==> src/rtl/mult_rr_sched_if.sv <==
// Bundle for the scheduler's request, multiplier and response buses.
// slave is the scheduler's view; master is the clients/multiplier/consumer side.
interface mult_rr_sched_if #(
    parameter int NUM_REQ = 4,
    parameter int DATA_W  = 15
);
    localparam int ID_W = $clog2(NUM_REQ);

    logic [NUM_REQ-1:0]        req_valid;
    logic [NUM_REQ-1:0]        req_ready;
    logic [NUM_REQ*DATA_W-1:0] req_a;
    logic [NUM_REQ*DATA_W-1:0] req_b;

    logic                      mul_valid;
    logic [DATA_W-1:0]         mul_a;
    logic [DATA_W-1:0]         mul_b;
    logic [2*DATA_W-1:0]       mul_p;

    logic                      rsp_valid;
    logic                      rsp_ready;
    logic [ID_W-1:0]           rsp_id;
    logic [2*DATA_W-1:0]       rsp_data;

    modport slave (
        input  req_valid, req_a, req_b, mul_p, rsp_ready,
        output req_ready, mul_valid, mul_a, mul_b, rsp_valid, rsp_id, rsp_data
    );

    modport master (
        output req_valid, req_a, req_b, mul_p, rsp_ready,
        input  req_ready, mul_valid, mul_a, mul_b, rsp_valid, rsp_id, rsp_data
    );
endinterface

==> src/rtl/mult_rr_sched.sv <==
// Round-robin scheduler sharing one pipelined multiplier, with a credit-protected
// response FIFO. Define MULT_RR_SCHED_STATS_EN to add issue/stall counters.
module mult_rr_sched #(
    parameter int NUM_REQ    = 4,
    parameter int DATA_W     = 15,
    parameter int MUL_LAT    = 2,
    parameter int FIFO_DEPTH = 4
) (
    input  logic           clk,
    input  logic           rst,
    mult_rr_sched_if.slave bus
`ifdef MULT_RR_SCHED_STATS_EN
    ,
    output logic [31:0]    stat_issue_cnt,
    output logic [31:0]    stat_stall_cnt
`endif
);
    localparam int ID_W  = $clog2(NUM_REQ);
    localparam int PTR_W = (FIFO_DEPTH > 1) ? $clog2(FIFO_DEPTH) : 1;
    localparam int CNT_W = $clog2(FIFO_DEPTH + 1);
    localparam int P_W   = 2 * DATA_W;

    logic [ID_W-1:0]   rr_ptr;
    logic [CNT_W-1:0]  outstanding;
    logic [CNT_W-1:0]  credit_used;
    logic              pop, issue_ok, grant;
    logic [ID_W-1:0]   grant_id;
    logic [DATA_W-1:0] grant_a, grant_b;
    logic [ID_W:0]     scan_idx;

    logic              mul_valid_q;
    logic [DATA_W-1:0] mul_a_q, mul_b_q;
    logic [ID_W-1:0]   iss_id;

    logic              tag_v  [MUL_LAT];
    logic [ID_W-1:0]   tag_id [MUL_LAT];

    logic [ID_W-1:0]   fifo_id   [FIFO_DEPTH];
    logic [P_W-1:0]    fifo_data [FIFO_DEPTH];
    logic [PTR_W-1:0]  wr_ptr, rd_ptr;
    logic [CNT_W-1:0]  fifo_cnt;
    logic              fifo_wr, fifo_empty;
    logic [ID_W-1:0]   last_id;
    logic [P_W-1:0]    last_data;

    function automatic logic [PTR_W-1:0] ptr_inc(input logic [PTR_W-1:0] p);
        return (p == PTR_W'(FIFO_DEPTH - 1)) ? '0 : p + PTR_W'(1);
    endfunction

    // A same-cycle pop returns its credit immediately, hence rsp_ready -> req_ready.
    assign fifo_empty  = (fifo_cnt == '0);
    assign pop         = !fifo_empty && bus.rsp_ready;
    assign credit_used = outstanding - CNT_W'(pop);
    assign issue_ok    = (credit_used < CNT_W'(FIFO_DEPTH));

    // NOTE: every always_comb output gets a default first so no path infers a latch.
    always_comb begin
        grant    = 1'b0;
        grant_id = '0;
        scan_idx = '0;
        for (int k = 0; k < NUM_REQ; k++) begin
            scan_idx = {1'b0, rr_ptr} + (ID_W+1)'(k);
            if (scan_idx >= (ID_W+1)'(NUM_REQ)) scan_idx = scan_idx - (ID_W+1)'(NUM_REQ);
            if (!grant && bus.req_valid[scan_idx[ID_W-1:0]]) begin
                grant    = 1'b1;
                grant_id = scan_idx[ID_W-1:0];
            end
        end
        if (!issue_ok) grant = 1'b0;
    end

    always_comb begin
        bus.req_ready = '0;
        grant_a       = '0;
        grant_b       = '0;
        for (int i = 0; i < NUM_REQ; i++) begin
            if (grant_id == ID_W'(i)) begin
                bus.req_ready[i] = grant;
                grant_a          = bus.req_a[i*DATA_W +: DATA_W];
                grant_b          = bus.req_b[i*DATA_W +: DATA_W];
            end
        end
    end

    // NOTE: sequential state uses non-blocking assignments so all flops update together.
    always_ff @(posedge clk) begin
        if (rst) begin
            mul_valid_q <= 1'b0;
            mul_a_q     <= '0;
            mul_b_q     <= '0;
            iss_id      <= '0;
            rr_ptr      <= '0;
        end else begin
            mul_valid_q <= grant;
            mul_a_q     <= grant ? grant_a : '0;
            mul_b_q     <= grant ? grant_b : '0;
            iss_id      <= grant_id;
            if (grant) rr_ptr <= (grant_id == ID_W'(NUM_REQ - 1)) ? '0 : grant_id + ID_W'(1);
        end
    end

    assign bus.mul_valid = mul_valid_q;
    assign bus.mul_a     = mul_a_q;
    assign bus.mul_b     = mul_b_q;

    // Tag pipeline tracks which requester owns the product emerging from the multiplier.
    always_ff @(posedge clk) begin
        if (rst) begin
            for (int k = 0; k < MUL_LAT; k++) begin
                tag_v[k]  <= 1'b0;
                tag_id[k] <= '0;
            end
        end else begin
            tag_v[0]  <= mul_valid_q;
            tag_id[0] <= iss_id;
            for (int k = 1; k < MUL_LAT; k++) begin
                tag_v[k]  <= tag_v[k-1];
                tag_id[k] <= tag_id[k-1];
            end
        end
    end

    assign fifo_wr = tag_v[MUL_LAT-1];

    always_ff @(posedge clk) begin
        if (rst) begin
            outstanding <= '0;
        end else if (grant && !pop) begin
            outstanding <= outstanding + CNT_W'(1);
        end else if (!grant && pop) begin
            outstanding <= outstanding - CNT_W'(1);
        end
    end

    // NOTE: FIFO storage is not reset; the count and pointers alone define what is valid.
    always_ff @(posedge clk) begin
        if (fifo_wr) begin
            fifo_id[wr_ptr]   <= tag_id[MUL_LAT-1];
            fifo_data[wr_ptr] <= bus.mul_p;
        end
    end

    always_ff @(posedge clk) begin
        if (rst) begin
            wr_ptr    <= '0;
            rd_ptr    <= '0;
            fifo_cnt  <= '0;
            last_id   <= '0;
            last_data <= '0;
        end else begin
            if (fifo_wr) wr_ptr <= ptr_inc(wr_ptr);
            if (pop) begin
                rd_ptr    <= ptr_inc(rd_ptr);
                last_id   <= fifo_id[rd_ptr];
                last_data <= fifo_data[rd_ptr];
            end
            if (fifo_wr && !pop)      fifo_cnt <= fifo_cnt + CNT_W'(1);
            else if (!fifo_wr && pop) fifo_cnt <= fifo_cnt - CNT_W'(1);
        end
    end

    // An empty FIFO keeps presenting the most recently popped response.
    assign bus.rsp_valid = !fifo_empty;
    assign bus.rsp_id    = fifo_empty ? last_id   : fifo_id[rd_ptr];
    assign bus.rsp_data  = fifo_empty ? last_data : fifo_data[rd_ptr];

    a_no_full_write: assert property (@(posedge clk) disable iff (rst)
        !(fifo_wr && (fifo_cnt == CNT_W'(FIFO_DEPTH)) && !pop));

`ifdef MULT_RR_SCHED_STATS_EN
    always_ff @(posedge clk) begin
        if (rst) begin
            stat_issue_cnt <= '0;
            stat_stall_cnt <= '0;
        end else begin
            if (grant && (stat_issue_cnt != '1)) stat_issue_cnt <= stat_issue_cnt + 32'd1;
            if ((|bus.req_valid) && !issue_ok && (stat_stall_cnt != '1))
                stat_stall_cnt <= stat_stall_cnt + 32'd1;
        end
    end
`endif
endmodule

==> src/flat_wrapper.sv <==
// flat-port wrapper written by rule: the top's interface ports become plain ports
module mult_rr_sched_flat 
#(
    parameter int NUM_REQ    = 4,
    parameter int DATA_W     = 15,
    parameter int MUL_LAT    = 2,
    parameter int FIFO_DEPTH = 4
)
  (clk, rst, bus_req_valid, bus_req_a, bus_req_b, bus_mul_p, bus_rsp_ready, bus_req_ready, bus_mul_valid, bus_mul_a, bus_mul_b, bus_rsp_valid, bus_rsp_id, bus_rsp_data);
  mult_rr_sched_if #(.NUM_REQ(NUM_REQ), .DATA_W(DATA_W)) bus_i ();
  input  logic clk;
  input  logic rst;
  input wire logic [$bits(bus_i.req_valid)-1:0] bus_req_valid;
  input wire logic [$bits(bus_i.req_a)-1:0] bus_req_a;
  input wire logic [$bits(bus_i.req_b)-1:0] bus_req_b;
  input wire logic [$bits(bus_i.mul_p)-1:0] bus_mul_p;
  input wire logic [$bits(bus_i.rsp_ready)-1:0] bus_rsp_ready;
  output wire logic [$bits(bus_i.req_ready)-1:0] bus_req_ready;
  output wire logic [$bits(bus_i.mul_valid)-1:0] bus_mul_valid;
  output wire logic [$bits(bus_i.mul_a)-1:0] bus_mul_a;
  output wire logic [$bits(bus_i.mul_b)-1:0] bus_mul_b;
  output wire logic [$bits(bus_i.rsp_valid)-1:0] bus_rsp_valid;
  output wire logic [$bits(bus_i.rsp_id)-1:0] bus_rsp_id;
  output wire logic [$bits(bus_i.rsp_data)-1:0] bus_rsp_data;
  assign bus_i.req_valid = bus_req_valid;
  assign bus_i.req_a = bus_req_a;
  assign bus_i.req_b = bus_req_b;
  assign bus_i.mul_p = bus_mul_p;
  assign bus_i.rsp_ready = bus_rsp_ready;
  assign bus_req_ready = bus_i.req_ready;
  assign bus_mul_valid = bus_i.mul_valid;
  assign bus_mul_a = bus_i.mul_a;
  assign bus_mul_b = bus_i.mul_b;
  assign bus_rsp_valid = bus_i.rsp_valid;
  assign bus_rsp_id = bus_i.rsp_id;
  assign bus_rsp_data = bus_i.rsp_data;
  mult_rr_sched #(.NUM_REQ(NUM_REQ), .DATA_W(DATA_W), .MUL_LAT(MUL_LAT), .FIFO_DEPTH(FIFO_DEPTH)) u_core (.clk(clk), .rst(rst), .bus(bus_i));
endmodule
==> config.mk <==
export PLATFORM = sky130hd
export DESIGN_NAME = mult_rr_sched_flat
export DESIGN_NICKNAME = d
export VERILOG_FILES = /design/src/rtl/mult_rr_sched_if.sv /design/src/rtl/mult_rr_sched.sv /design/src/flat_wrapper.sv
export SDC_FILE = /design/constraint.sdc
export NUM_CORES = 1
export LEC_CHECK = 0
export BUFFER_PORTS_ARGS = -buffer_cell sky130_fd_sc_hd__buf_2
export CORE_AREA = 2 2 192 194
export DETAILED_ROUTE_END_ITERATION = 8
export DIE_AREA = 0 0 194 196
export PLACE_DENSITY_LB_ADDON = 0.1
export SLEW_MARGIN = 15
export SYNTH_ARGS = -nofsm -noshare
export SYNTH_HDL_FRONTEND = slang
export SYNTH_SLANG_ARGS = --single-unit
export TNS_END_PERCENT = 20
==> constraint.sdc <==
create_clock -name clk -period 3.6 [get_ports clk]
set_input_delay 0.18 -clock clk [delete_from_list [all_inputs] [get_ports clk]]
set_output_delay 0.18 -clock clk [all_outputs]
set_load 0.05 [all_outputs]
==> impl_table.tex, run 1 <==
\begin{tabular}{lr}
\hline
Metric & Value \\
\hline
\multicolumn{2}{l}{\textbf{Route}} \\
Number of vias in the routed layout & 6,595 \\
Detailed-route vias per instance & 4.40 \\
Iteration-0 DRC count of the detailed router & 211 \\
Final wirelength & 25,700 um \\
Detail-routed net length per standard cell & 17.2 um \\
Number of nets still failing antenna checks after routing & 0 \\
Post-route DRC violation count & 0 \\
Detailed-routing iteration count for the pre-antenna-repair pass & 4 \\
\multicolumn{2}{l}{\textbf{Clock network}} \\
Clk\_lat worst skew & 0.53 ns \\
Buffer count from post-CTS setup fixing & 0 \\
Clock Path Buffers & 3 \\
Clk sink count & 213 \\
Clock transition at the registers of the reported paths & 0.06 ns \\
CTS root buffer & clkbuf\_16 \\
Number of H-tree branching levels & 1 \\
Clock tree from TritonCTS & done \\
Number of buffers inserted during clock tree synthesis & 26 \\
\multicolumn{2}{l}{\textbf{Placed design}} \\
Weighted congestion at the end of routability-driven global placement & 0.777 \\
Post-placement worst setup slack & 0.872 ns \\
Total placed instance area & 10,500 um\^{}2 \\
Number of placed cells counting well taps & 1,382 \\
Number of input and output port buffers inserted & 224 \\
Placed wire-length estimate & 16,200 um \\
\multicolumn{2}{l}{\textbf{Yosys}} \\
Distinct cell type count after synthesis & 37 \\
Synthesized area per cell & 12.2 um\^{}2 \\
YS warnings & 0 \\
Most area-hungry cell type in the Yosys netlist & edfxtp\_1 \\
Fraction of the mapped netlist area in compound gates & 10.7\% \\
Sequential share of the synthesized area & 62.3\% \\
Simple-Gate Fraction of Synth Area & 7.72\% \\
Area share of xor/xnor cells in the synthesized design & 0.492\% \\
Fraction of synthesized area in multiplexers & 12.5\% \\
Number of synthesized flops with an enable pin & 128 \\
Cells after synthesis & 727 \\
Mapped Area & 8890 um\^{}2 \\
FF+latch count, synth & 213 \\
FFs w/ async S/R, synth & 0\% \\
Largest cells by area after synthesis & edfxtp\_1, dfxtp\_1, mux4\_2, a21oi\_1, nand2\_1 \\
Most numerous cell in the Yosys netlist & edfxtp\_1 \\
Largest family of logic cells by synthesized area & multiplexers \\
Top flip-flop cell by instance count after synthesis & edfxtp\_1 \\
Adder-Cell Fraction of Synth Area & 2.00\% \\
Net count of the mapped netlist & 897 \\
Most frequent cells after synthesis & edfxtp\_1, a21oi\_1, nand2\_1, dfxtp\_1 \\
Fraction of post-synthesis cell area in the top cell type by area & 43.2\% \\
\multicolumn{2}{l}{\textbf{Power and ir drop}} \\
Part of the power in registers & 30.8\% \\
Clock network fraction of total power & 24.0\% \\
PD cells & 829 nW/um\^{}2 \\
Power dissipated by switching net loads & 4.22 mW \\
Portion of total power attributed to combinational logic & 45.2\% \\
Leakage dissipation & 4.73 nW \\
Worst-case vdd ir drop & 0.000482 V \\
Int Power & 5.71 mW \\
Design Power & 9.93 mW \\
Switching part of the total power & 42.5\% \\
\multicolumn{2}{l}{\textbf{STA}} \\
Max-slew violations & 0 \\
Finish-stage setup viols & 0 \\
Least-Margin Pin Slew & 1.07 ns \\
Final WS setup & 0.514 ns \\
Setup TNS after final layout & 0 ns \\
Fin Clk Skew & 0.00997 ns \\
Hold Fails Final Rpt & 0 \\
Min Tclk post-route & 3.09 ns \\
Relative slew slack & 28.4\% \\
Final worst-path cycle share & 85.7\% \\
Unrepaired setup endpoints after global routing & false \\
Min Hold Slack & 0.0330 ns \\
Fmax & 324 MHz \\
\multicolumn{2}{l}{\textbf{Worst setup path}} \\
Cell family with the largest share of critical-path delay & buffers and inverters \\
Critical Path Stages & 11 \\
Startpoint Class & flip-flop \\
CP Capture Point & u\_core.bus.mul\_a[5] \\
Critical path type & flip-flop to flip-flop \\
Critical path, cell by cell & nand2b\_1, a21oi\_1, a211oi\_1, inv\_1, ha\_2, buf\_4, a21oi\_1, o21ai\_0, a22oi\_1, dlygate4sd3\_1, nor2\_1 \\
Worst r2r src & u\_core.rr\_ptr[0] \\
R2R depth & 11 \\
Worst-path maximum fanout & 33 \\
Worst EP required & 4.01 ns \\
Critical path origin & u\_core.rr\_ptr[0] \\
Reg-to-reg endpoint & u\_core.bus.mul\_a[5] \\
Endpoint arrival time on the critical path & 3.49 ns \\
R2R Setup Slk & 0.51 ns \\
Cell mode on critical path & a21oi\_1 \\
WP buf/inv & 3 \\
Largest stage delay, worst path & 0.58 ns \\
Critical path capture point type & flip-flop \\
Slowest stage cell, crit path & dlygate4sd3\_1 \\
\multicolumn{2}{l}{\textbf{Finish}} \\
Synthesis-to-layout area growth & 34.6\% \\
Net count, final & 1,179 \\
Share of cells above drive strength 1 & 34.1\% \\
Fin area & 12,000 um\^{}2 \\
End-of-flow core utilization & 33.2\% \\
Number of standard cells in the layout, taps in and fillers out & 1,498 \\
\multicolumn{2}{l}{\textbf{Min path}} \\
Count of cells along the worst hold path & 5 \\
Worst min path class & input port to flip-flop \\
\multicolumn{2}{l}{\textbf{Die}} \\
Num ports & 225 \\
Die Y & 196 um \\
Count of standard-cell rows & 70 \\
Full die area & 38,000 um\^{}2 \\
Die width & 194 um \\
Std-Cell Core Area & 36,100 um\^{}2 \\
Initial standard-cell utilization of the core & 24.6\% \\
\multicolumn{2}{l}{\textbf{Global route}} \\
Total global-route track usage & 13.5\% \\
Largest net degree at the start of global routing & 61 \\
Total gr overflow & 0 \\
Wire length of the first global-routing pass & 40,400 um \\
Via count of the first global-routing pass & 7,069 \\
Antenna violations before repair & 3 \\
\multicolumn{2}{l}{\textbf{Run status}} \\
Run status & completed \\
\multicolumn{2}{l}{\textbf{Run}} \\
Maximum capacitance violations & 0 \\
\hline
\end{tabular}
==> worst min-delay path by stage <==
stage	from	end	slack [ns]
CTS	bus_req_b[29]	u_core.bus.mul_b[14]	0.003
global route	bus_req_a[22]	u_core.bus.mul_a[7]	0.04
floorplan	bus_mul_p[0]	u_core.fifo_data[0][0]	0.28
detailed placement	bus_mul_p[26]	u_core.fifo_data[2][26]	0.40
finish	bus_req_a[22]	u_core.bus.mul_a[7]	0.03
global placement	bus_mul_p[13]	u_core.fifo_data[3][13]	0.40
==> layer usage <==
| metal | vias to the layer above | part of all wire, % | global-route usage [%] |
|---|---|---|---|
| met5 | - | 0.043 | 0 |
| met4 | 2 | 2.3 | 3.54 |
| met3 | 44 | 7.7 | 4.19 |
| met2 | 223 | 48 | 23.7 |
| met1 | 3149 | 42 | 16.1 |
| li1 | 3177 | - | - |
==> placed cells by master (no fill, tap or decap), types with 3 or more instances in the layout <==
cell type        n
dfxtp_1         83
mux2i_1          3
and2_2           4
nor2b_1          7
nand2_1         97
buf_2          224
buf_4           13
edfxtp_1       128
clkinv_2         5
xor2_1           4
and2_1           4
a22oi_1         30
mux2_2          32
a21oi_1        100
clkbuf_1        12
dlygate4sd3_1   67
clkbuf_16       26
ha_2             3
mux4_2          32
o21ai_0         33
nor2_1          41
inv_1           41
ha_1             8
==> power groups by stage <==
| stage | logic [mW] | clock network, mW | registers (mW) |
|---|---|---|---|
| 3_5_place_dp | 4.43 | 0 | 3.12 |
| 2_1_floorplan | 2.90 | 0 | 3.50 |
| 5_1_grt | 4.88 | 2.56 | 3.11 |
| 6_report | 4.49 | 2.38 | 3.06 |
| 3_3_place_gp | 4.45 | 0 | 3.11 |
| 4_1_cts | 4.57 | 2.46 | 3.07 |
==> area by class of cell <==
type	instances	area (um^2)
Inverter	43	161
Fill cell	3704	24100
Antenna cell	2	5.00
Timing Repair Buffer	305	1910
Tap cell	468	586
Clock inverter	7	45.0
Sequential cell	213	5550
Multi-Input combinational cell	420	3000
Clock buffer	40	723
==> timing repair <==
action,CTS,global route
gates resized for setup,0,0
hold buffers,67,0
hold endpoints to repair,151,0
==> state kept, by name, indices dropped and copies added, names as in the netlist, 3 cells and up, named ones only <==
signal / cells
u_core.bus.mul_a: 15
u_core.fifo_cnt: 3
u_core.last_data: 30
u_core.outstanding: 3
u_core.tag_id: 4
u_core.bus.mul_b: 15
u_core.fifo_data: 120
u_core.fifo_id: 8
==> worst min-delay path, delay by kind of cell <==
family / cells / cell delay (ns)
AOI/OAI and AO/OA: 3 / 0.18
buffers and inverters: 1 / 0.08
and+or+nand+nor: 1 / 0.08
==> cell families after synthesis <==
group                      after synthesis
AOI/OAI and AO/OA                      171
xor gates and xnor gates                 5
adders and majority gates               13
buffers and inverters                   94
DFF                                    213
muxes                                   67
and+or+nand+nor                        164
Power figures use the tool's default switching activity.
==> run 2, diff against run 1 <==
--- a/config.mk
+++ b/config.mk
@@ -5,10 +5,11 @@
 export SDC_FILE = /design/constraint.sdc
 export NUM_CORES = 1
 export LEC_CHECK = 0
+export ABC_AREA = 1
 export BUFFER_PORTS_ARGS = -buffer_cell sky130_fd_sc_hd__buf_2
-export CORE_AREA = 2 2 192 194
+export CORE_AREA = 2 2 251 154
 export DETAILED_ROUTE_END_ITERATION = 8
-export DIE_AREA = 0 0 194 196
+export DIE_AREA = 0 0 253 156
 export PLACE_DENSITY_LB_ADDON = 0.1
 export SLEW_MARGIN = 15
 export SYNTH_ARGS = -nofsm -noshare
==> constraint.sdc (replaced) <==
create_clock -name clk -period 2.97 [get_ports clk]
set_input_delay 0.1485 -clock clk [delete_from_list [all_inputs] [get_ports clk]]
set_output_delay 0.1485 -clock clk [all_outputs]
set_load 0.05 [all_outputs]
==> run 2 against run 1 <==
- register-to-register slack got worse by 0.03 ns
- clock skew grew 0.0071 ns
- critical path type is now flip-flop to output pin
- wire length is 9.1% higher
- sequential share of layout area shrank 2.4 points
- largest power group unchanged
==> impl_table.tex, run 2 <==
\begin{tabular}{lr}
\hline
Metric & Value \\
\hline
\multicolumn{2}{l}{\textbf{Route}} \\
Number of nets still failing antenna checks after routing & 0 \\
Iteration-0 DRC count of the detailed router & 507 \\
Detailed-routing iteration count for the pre-antenna-repair pass & 5 \\
Number of vias in the routed layout & 7,438 \\
Final wirelength & 28,000 um \\
Detailed-route vias per instance & 4.36 \\
Detail-routed net length per standard cell & 16.4 um \\
Post-route DRC violation count & 0 \\
\multicolumn{2}{l}{\textbf{STA}} \\
Max-slew violations & 0 \\
Fin Clk Skew & 0.0171 ns \\
Min Hold Slack & 0.0132 ns \\
Final worst-path cycle share & 92.4\% \\
Min Tclk post-route & 2.74 ns \\
Unrepaired setup endpoints after global routing & false \\
Relative slew slack & 50.2\% \\
Least-Margin Pin Slew & 0.747 ns \\
Fmax & 364 MHz \\
Setup TNS after final layout & 0 ns \\
Finish-stage setup viols & 0 \\
Hold Fails Final Rpt & 0 \\
\multicolumn{2}{l}{\textbf{Min path}} \\
Startpoint of the tightest hold check path & bus\_req\_b[31] \\
Worst min path class & input port to flip-flop \\
Destination of the worst hold path & u\_core.bus.mul\_b[1] \\
Count of cells along the worst hold path & 5 \\
\multicolumn{2}{l}{\textbf{Finish}} \\
End-of-flow core utilization & 34.0\% \\
Synthesis-to-layout area growth & 38.1\% \\
Net count, final & 1,372 \\
Leading cell type in the layout, fill and taps excluded & buf\_2 \\
Largest reg by FF count & u\_core.fifo\_data \\
Leading cell types in the layout, fill and taps excluded & buf\_2, o21ai\_0, edfxtp\_1 \\
Registers with the most flip-flops & u\_core.fifo\_data (120), u\_core.last\_data (30) \\
Number of flip-flops under the largest register name & 120 \\
Final-layout fill cell count & 3,841 \\
Share of cells above drive strength 1 & 29.0\% \\
Number of standard cells in the layout, taps in and fillers out & 1,705 \\
\multicolumn{2}{l}{\textbf{Placed design}} \\
Number of placed cells counting well taps & 1,580 \\
Placed wire-length estimate & 17,800 um \\
Weighted congestion at the end of routability-driven global placement & 0.831 \\
Number of input and output port buffers inserted & 224 \\
\multicolumn{2}{l}{\textbf{Worst setup path}} \\
Worst-path maximum fanout & 16 \\
Endpoint arrival time on the critical path & 2.60 ns \\
Reg-to-reg endpoint & u\_core.bus.mul\_a[2] \\
Critical path capture point type & output pin \\
R2R Setup Slk & 0.48 ns \\
R2R depth & 16 \\
Startpoint Class & flip-flop \\
Worst r2r src & u\_core.rr\_ptr[0] \\
Worst EP required & 2.82 ns \\
Critical path type & flip-flop to output pin \\
\multicolumn{2}{l}{\textbf{Yosys}} \\
Fraction of synthesized area in multiplexers & 3.28\% \\
Most frequent cells after synthesis & o21ai\_0, edfxtp\_1, nor2\_1, dfxtp\_1, nand2\_1 \\
Fraction of the mapped netlist area in compound gates & 16.4\% \\
Sequential share of the synthesized area & 60.6\% \\
FF+latch count, synth & 213 \\
Distinct cell type count after synthesis & 33 \\
Adder-Cell Fraction of Synth Area & 1.94\% \\
Most numerous cell in the Yosys netlist & o21ai\_0 \\
Largest cells by area after synthesis & edfxtp\_1, dfxtp\_1, o21ai\_0, nor2\_1, a21oi\_1 \\
YS warnings & 0 \\
Number of synthesized flops with an enable pin & 128 \\
Most area-hungry cell type in the Yosys netlist & edfxtp\_1 \\
Cells after synthesis & 910 \\
Synthesized area per cell & 10.1 um\^{}2 \\
Net count of the mapped netlist & 1,080 \\
Mapped Area & 9150 um\^{}2 \\
Top flip-flop cell by instance count after synthesis & edfxtp\_1 \\
Simple-Gate Fraction of Synth Area & 11.9\% \\
Largest family of logic cells by synthesized area & compound AO/OA/AOI/OAI gates \\
Fraction of post-synthesis cell area in the top cell type by area & 42.0\% \\
Area share of xor/xnor cells in the synthesized design & 0.0957\% \\
FFs w/ async S/R, synth & 0\% \\
\multicolumn{2}{l}{\textbf{Global route}} \\
Antenna violations before repair & 1 \\
Via count of the first global-routing pass & 7,149 \\
Global routing usage on met1 & 19.9\% \\
Largest net degree at the start of global routing & 68 \\
Total global-route track usage & 13.6\% \\
Most crowded layer after global routing & met2 \\
Wire length of the first global-routing pass & 41,800 um \\
Met2 track demand over resource & 20.7\% \\
Global routing usage on met3 & 2.34\% \\
Total gr overflow & 0 \\
\multicolumn{2}{l}{\textbf{Run status}} \\
Run status & completed \\
\multicolumn{2}{l}{\textbf{Clock network}} \\
CTS root buffer & clkbuf\_16 \\
Number of H-tree branching levels & 1 \\
Clock tree from TritonCTS & done \\
Clk sink count & 213 \\
Clk\_lat worst skew & 0.53 ns \\
Clock Path Buffers & 3 \\
Clock transition at the registers of the reported paths & 0.06 ns \\
Number of buffers inserted during clock tree synthesis & 24 \\
\multicolumn{2}{l}{\textbf{Power and ir drop}} \\
PD cells & 1270 nW/um\^{}2 \\
Leakage dissipation & 5.17 nW \\
Design Power & 16.1 mW \\
Worst-case vdd ir drop & 0.000719 V \\
\multicolumn{2}{l}{\textbf{Die}} \\
Die Y & 156 um \\
Count of standard-cell rows & 55 \\
Std-Cell Core Area & 37,200 um\^{}2 \\
Initial standard-cell utilization of the core & 24.6\% \\
Num ports & 225 \\
Full die area & 39,500 um\^{}2 \\
Die width & 253 um \\
\multicolumn{2}{l}{\textbf{Run}} \\
Maximum capacitance violations & 0 \\
\hline
\end{tabular}
==> run 2: cell types whose count changed after synthesis, sizes merged, moves of 13 or more <==
cell / before / now
nand2: 97 / 80
clkbuf: 31 / 53
mux2i: 3 / 30
o22ai: 2 / 32
buf: 20 / 7
mux4: 32 / 0
mux2: 32 / 0
inv: 42 / 71
a21oi: 100 / 71
o21ai: 34 / 138
nor2: 41 / 155
==> run 2: worst max-delay path, cell delays in order, from the launching register on <==
cell and delay (ns):
dfxtp_4 0.38, buf_2 0.16, nand2_1 0.07, nand2_2 0.08, nand2_1 0.08, nand2_2 0.09
nor2_8 0.12, nand3_1 0.08, nand3_1 0.10, nand2_2 0.11, inv_2 0.12, ha_4 0.15
buf_12 0.14, inv_1 0.05, nor2_1 0.16, buf_6 0.18
==> run 2: area by class of cell <==
| class | instances | area (um^2) | area share [%] |
|---|---|---|---|
| flip-flops and latches | 213 | 5550 | 43.9 |
| multi-input cells | 565 | 3140 | 24.8 |
| repair buffers | 326 | 2220 | 17.6 |
| clock buffers | 29 | 661 | 5.23 |
| well taps | 484 | 606 | 4.79 |
| inverters | 72 | 280 | 2.22 |
| clock inverters | 15 | 180 | 1.43 |
| diodes | 1 | 2.50 | 0.0198 |
==> run 2: how the worst max path moves through the flow <==
| stage | start | endpoint | slack [ns] |
|---|---|---|---|
| final | u_core.rr_ptr[0] | bus_req_ready[2] | 0.23 |
| after global routing | u_core.rr_ptr[0] | bus_req_ready[1] | 0.01 |
| after CTS | u_core.rr_ptr[0] | bus_req_ready[2] | 0.06 |
| after detailed placement | u_core.rr_ptr[0] | u_core.bus.mul_a[2] | 0.19 |
| after global placement | u_core.rr_ptr[0] | u_core.bus.mul_b[7] | 0.20 |
| after floorplan | u_core.rr_ptr[0] | bus_req_ready[3] | 0.15 |
==> run 2: stage by stage <==
step | worst slack [ns] | cell area, um^2
global route | 0.0122 | 12600
finish | 0.226 | 12600
floorplan | 0.148 | 9150
detailed placement | 0.194 | 10900
CTS | 0.0571 | 12500
global placement | 0.205 | 10900
==> run 2: metal layers <==
layer	share of wire [%]	wire (um)
met2	44	12300
met4	1.6	442
met5	0	0
met1	51	14300
met3	3.6	1000
==> run 2: repair_timing <==
action / 4_1_cts / 5_1_grt
buffers inserted: 0 / 7
pin swaps: 0 / 1
setup endpoints to repair: 3 / 3
resized for setup: 7 / 13
hold endpoints to repair: 159 / 0
gates cloned: 0 / 3
hold buffers: 70 / 0
==> run 2: where the power goes <==
group | internal (mW) | leakage (nW) | total, mW | switching (mW)
registers | 3.58 | 1.86 | 3.78 | 0.200
logic | 2.92 | 2.89 | 9.11 | 6.19
clock network | 1.93 | 0.421 | 3.21 | 1.27
total | 8.44 | 5.17 | 16.1 | 7.66
==> run 2: cells by family after synthesis <==
| kind of cell | count (synthesis) |
|---|---|
| xor+xnor | 1 |
| fa+ha+maj | 13 |
| flops | 213 |
| compound gates | 273 |
| buf+inv | 132 |
| simple gates | 248 |
| mux | 30 |
==> run 3, diff against run 2 <==
--- a/config.mk
+++ b/config.mk
@@ -7,9 +7,9 @@
 export LEC_CHECK = 0
 export ABC_AREA = 1
 export BUFFER_PORTS_ARGS = -buffer_cell sky130_fd_sc_hd__buf_2
-export CORE_AREA = 2 2 251 154
+export CORE_AREA = 2 2 199 123
 export DETAILED_ROUTE_END_ITERATION = 8
-export DIE_AREA = 0 0 253 156
+export DIE_AREA = 0 0 201 125
 export PLACE_DENSITY_LB_ADDON = 0.1
 export SLEW_MARGIN = 15
 export SYNTH_ARGS = -nofsm -noshare
==> run 3 against run 2 <==
- sequential power grew 1%
- global-route usage up 4.3 points
- fmax down 0.29%
- clock power is 13% lower
- via count fell by 1.9%
- first-iteration DRC count down 20%
- die area down 36%
- sequential share of layout area up 1.9 points
- worst setup slack worse by 0.0079 ns
- largest cell class unchanged
==> impl_table.tex, run 3 (same netlist as run 2, synthesis figures left out) <==
\begin{tabular}{lr}
\hline
Metric & Value \\
\hline
\multicolumn{2}{l}{\textbf{Worst setup path}} \\
Endpoint arrival time on the critical path & 2.60 ns \\
Critical path type & flip-flop to output pin \\
Critical path capture point type & output pin \\
Startpoint Class & flip-flop \\
Worst-path maximum fanout & 14 \\
Worst EP required & 2.82 ns \\
\multicolumn{2}{l}{\textbf{STA}} \\
Final WS setup & 0.218 ns \\
Min Tclk post-route & 2.75 ns \\
Least-Margin Pin Slew & 0.718 ns \\
Hold Fails Final Rpt & 0 \\
Fmax & 363 MHz \\
Finish-stage setup viols & 0 \\
Setup TNS after final layout & 0 ns \\
Max-slew violations & 0 \\
Min Hold Slack & 0.0101 ns \\
Fin Clk Skew & 0.0242 ns \\
Unrepaired setup endpoints after global routing & false \\
Final worst-path cycle share & 92.7\% \\
Relative slew slack & 51.9\% \\
\multicolumn{2}{l}{\textbf{Min path}} \\
Worst min path class & input port to flip-flop \\
\multicolumn{2}{l}{\textbf{Power and ir drop}} \\
Design Power & 15.1 mW \\
Leakage dissipation & 5.02 nW \\
Worst-case vdd ir drop & 0.00105 V \\
PD cells & 1240 nW/um\^{}2 \\
\multicolumn{2}{l}{\textbf{Route}} \\
Number of nets still failing antenna checks after routing & 0 \\
Iteration-0 DRC count of the detailed router & 405 \\
Detail-routed net length per standard cell & 15.2 um \\
Detailed-route vias per instance & 4.78 \\
Post-route DRC violation count & 0 \\
Detailed-routing iteration count for the pre-antenna-repair pass & 4 \\
Number of vias in the routed layout & 7,293 \\
Final wirelength & 23,200 um \\
\multicolumn{2}{l}{\textbf{Finish}} \\
Leading cell types in the layout, fill and taps excluded & buf\_2, o21ai\_0, edfxtp\_1 \\
Number of flip-flops under the largest register name & 120 \\
Diodes inserted & 0 \\
Share of cells above drive strength 1 & 28.2\% \\
Net count, final & 1,357 \\
Largest reg by FF count & u\_core.fifo\_data \\
Synthesis-to-layout area growth & 32.5\% \\
Final-layout fill cell count & 2,219 \\
Number of standard cells in the layout, taps in and fillers out & 1,526 \\
Leading cell type in the layout, fill and taps excluded & buf\_2 \\
Registers with the most flip-flops & u\_core.fifo\_data (120), u\_core.last\_data (30) \\
\multicolumn{2}{l}{\textbf{Placed design}} \\
Number of placed cells counting well taps & 1,418 \\
Weighted congestion at the end of routability-driven global placement & 0.777 \\
Number of input and output port buffers inserted & 224 \\
Post-placement worst setup slack & 0.268 ns \\
Placed wire-length estimate & 14,800 um \\
\multicolumn{2}{l}{\textbf{Die}} \\
Std-Cell Core Area & 23,500 um\^{}2 \\
Die width & 201 um \\
Count of standard-cell rows & 44 \\
Num ports & 225 \\
Die Y & 125 um \\
Full die area & 25,100 um\^{}2 \\
Initial standard-cell utilization of the core & 38.9\% \\
\multicolumn{2}{l}{\textbf{Global route}} \\
Global routing usage on met1 & 26.7\% \\
Global routing usage on met3 & 2.71\% \\
Antenna violations before repair & 0 \\
Most crowded layer after global routing & met2 \\
Total global-route track usage & 17.9\% \\
Largest net degree at the start of global routing & 68 \\
Total gr overflow & 0 \\
Via count of the first global-routing pass & 6,841 \\
Met2 track demand over resource & 27.8\% \\
Wire length of the first global-routing pass & 36,500 um \\
\multicolumn{2}{l}{\textbf{Clock network}} \\
Number of buffers inserted during clock tree synthesis & 23 \\
Clock tree from TritonCTS & done \\
CTS root buffer & clkbuf\_16 \\
Clk\_lat worst skew & 0.51 ns \\
Clock Path Buffers & 3 \\
Number of H-tree branching levels & 1 \\
Clk sink count & 213 \\
Clock transition at the registers of the reported paths & 0.06 ns \\
\multicolumn{2}{l}{\textbf{Run}} \\
Maximum capacitance violations & 0 \\
\multicolumn{2}{l}{\textbf{Run status}} \\
Run status & completed \\
\hline
\end{tabular}
==> run 3: path summary, 6_finish.rpt <==
kind,startpoint,end,slack [ns],cells after the start
setup / recovery,u_core.rr_ptr[0],bus_req_ready[3],0.22,14
hold / removal,bus_req_b[41],u_core.bus.mul_b[11],0.01,5
setup reg to reg,u_core.rr_ptr[0],u_core.bus.mul_a[6],0.57,16
hold reg to reg,u_core.iss_id[1],u_core.tag_id[0][1],0.41,2
==> run 3: layer usage <==
metal / up-vias / routed length [um]
li1: 3704 / -
met1: 3441 / 11800
met2: 126 / 10300
met3: 22 / 870
met4: 0 / 272
met5: - / 0
==> run 3: power breakdown <==
part | switching (mW) | internal (mW) | leakage [nW] | total [mW]
clock | 1.17 | 1.63 | 0.366 | 2.80
combinational | 5.83 | 2.65 | 2.79 | 8.48
sequential | 0.233 | 3.58 | 1.86 | 3.82
total | 7.23 | 7.86 | 5.02 | 15.1
==> run 3: metrics by stage <==
step | util [%] | instance area (um^2)
2_1_floorplan | - | 9150
3_3_place_gp | 45.4 | 10700
3_5_place_dp | 45.4 | 10700
4_1_cts | 51.4 | 12100
5_1_grt | 51.6 | 12100
6_report | 51.6 | 12100
==> run 3: cell type report <==
cell class | count | area, um^2 | area share (%)
Tap cell | 322 | 403 | 3.32
Sequential cell | 213 | 5550 | 45.8
Multi-Input combinational cell | 565 | 3120 | 25.7
Timing Repair Buffer | 312 | 2040 | 16.8
Clock buffer | 27 | 601 | 4.95
Clock inverter | 15 | 135 | 1.11
Inverter | 72 | 280 | 2.31
==> run 3: what timing repair did <==
item,in CTS,in global routing
hold buffers,65,0
buffers inserted,0,0
cloned,0,1
hold endpoints to repair,159,0
endpoints found under the setup margin,3,3
resized for setup,4,10
==> run 3: worst max-delay path, cell delays in order (launching register included) <==
cell	delay, ns
dfxtp_4	0.43
inv_8	0.06
nand2_1	0.05
nand2_1	0.08
nand2_1	0.10
nand2_2	0.09
nor2_8	0.12
nand3_1	0.08
nand3_1	0.08
nand2_1	0.13
inv_2	0.13
ha_4	0.31
inv_1	0.07
nor2_1	0.09
buf_2	0.26
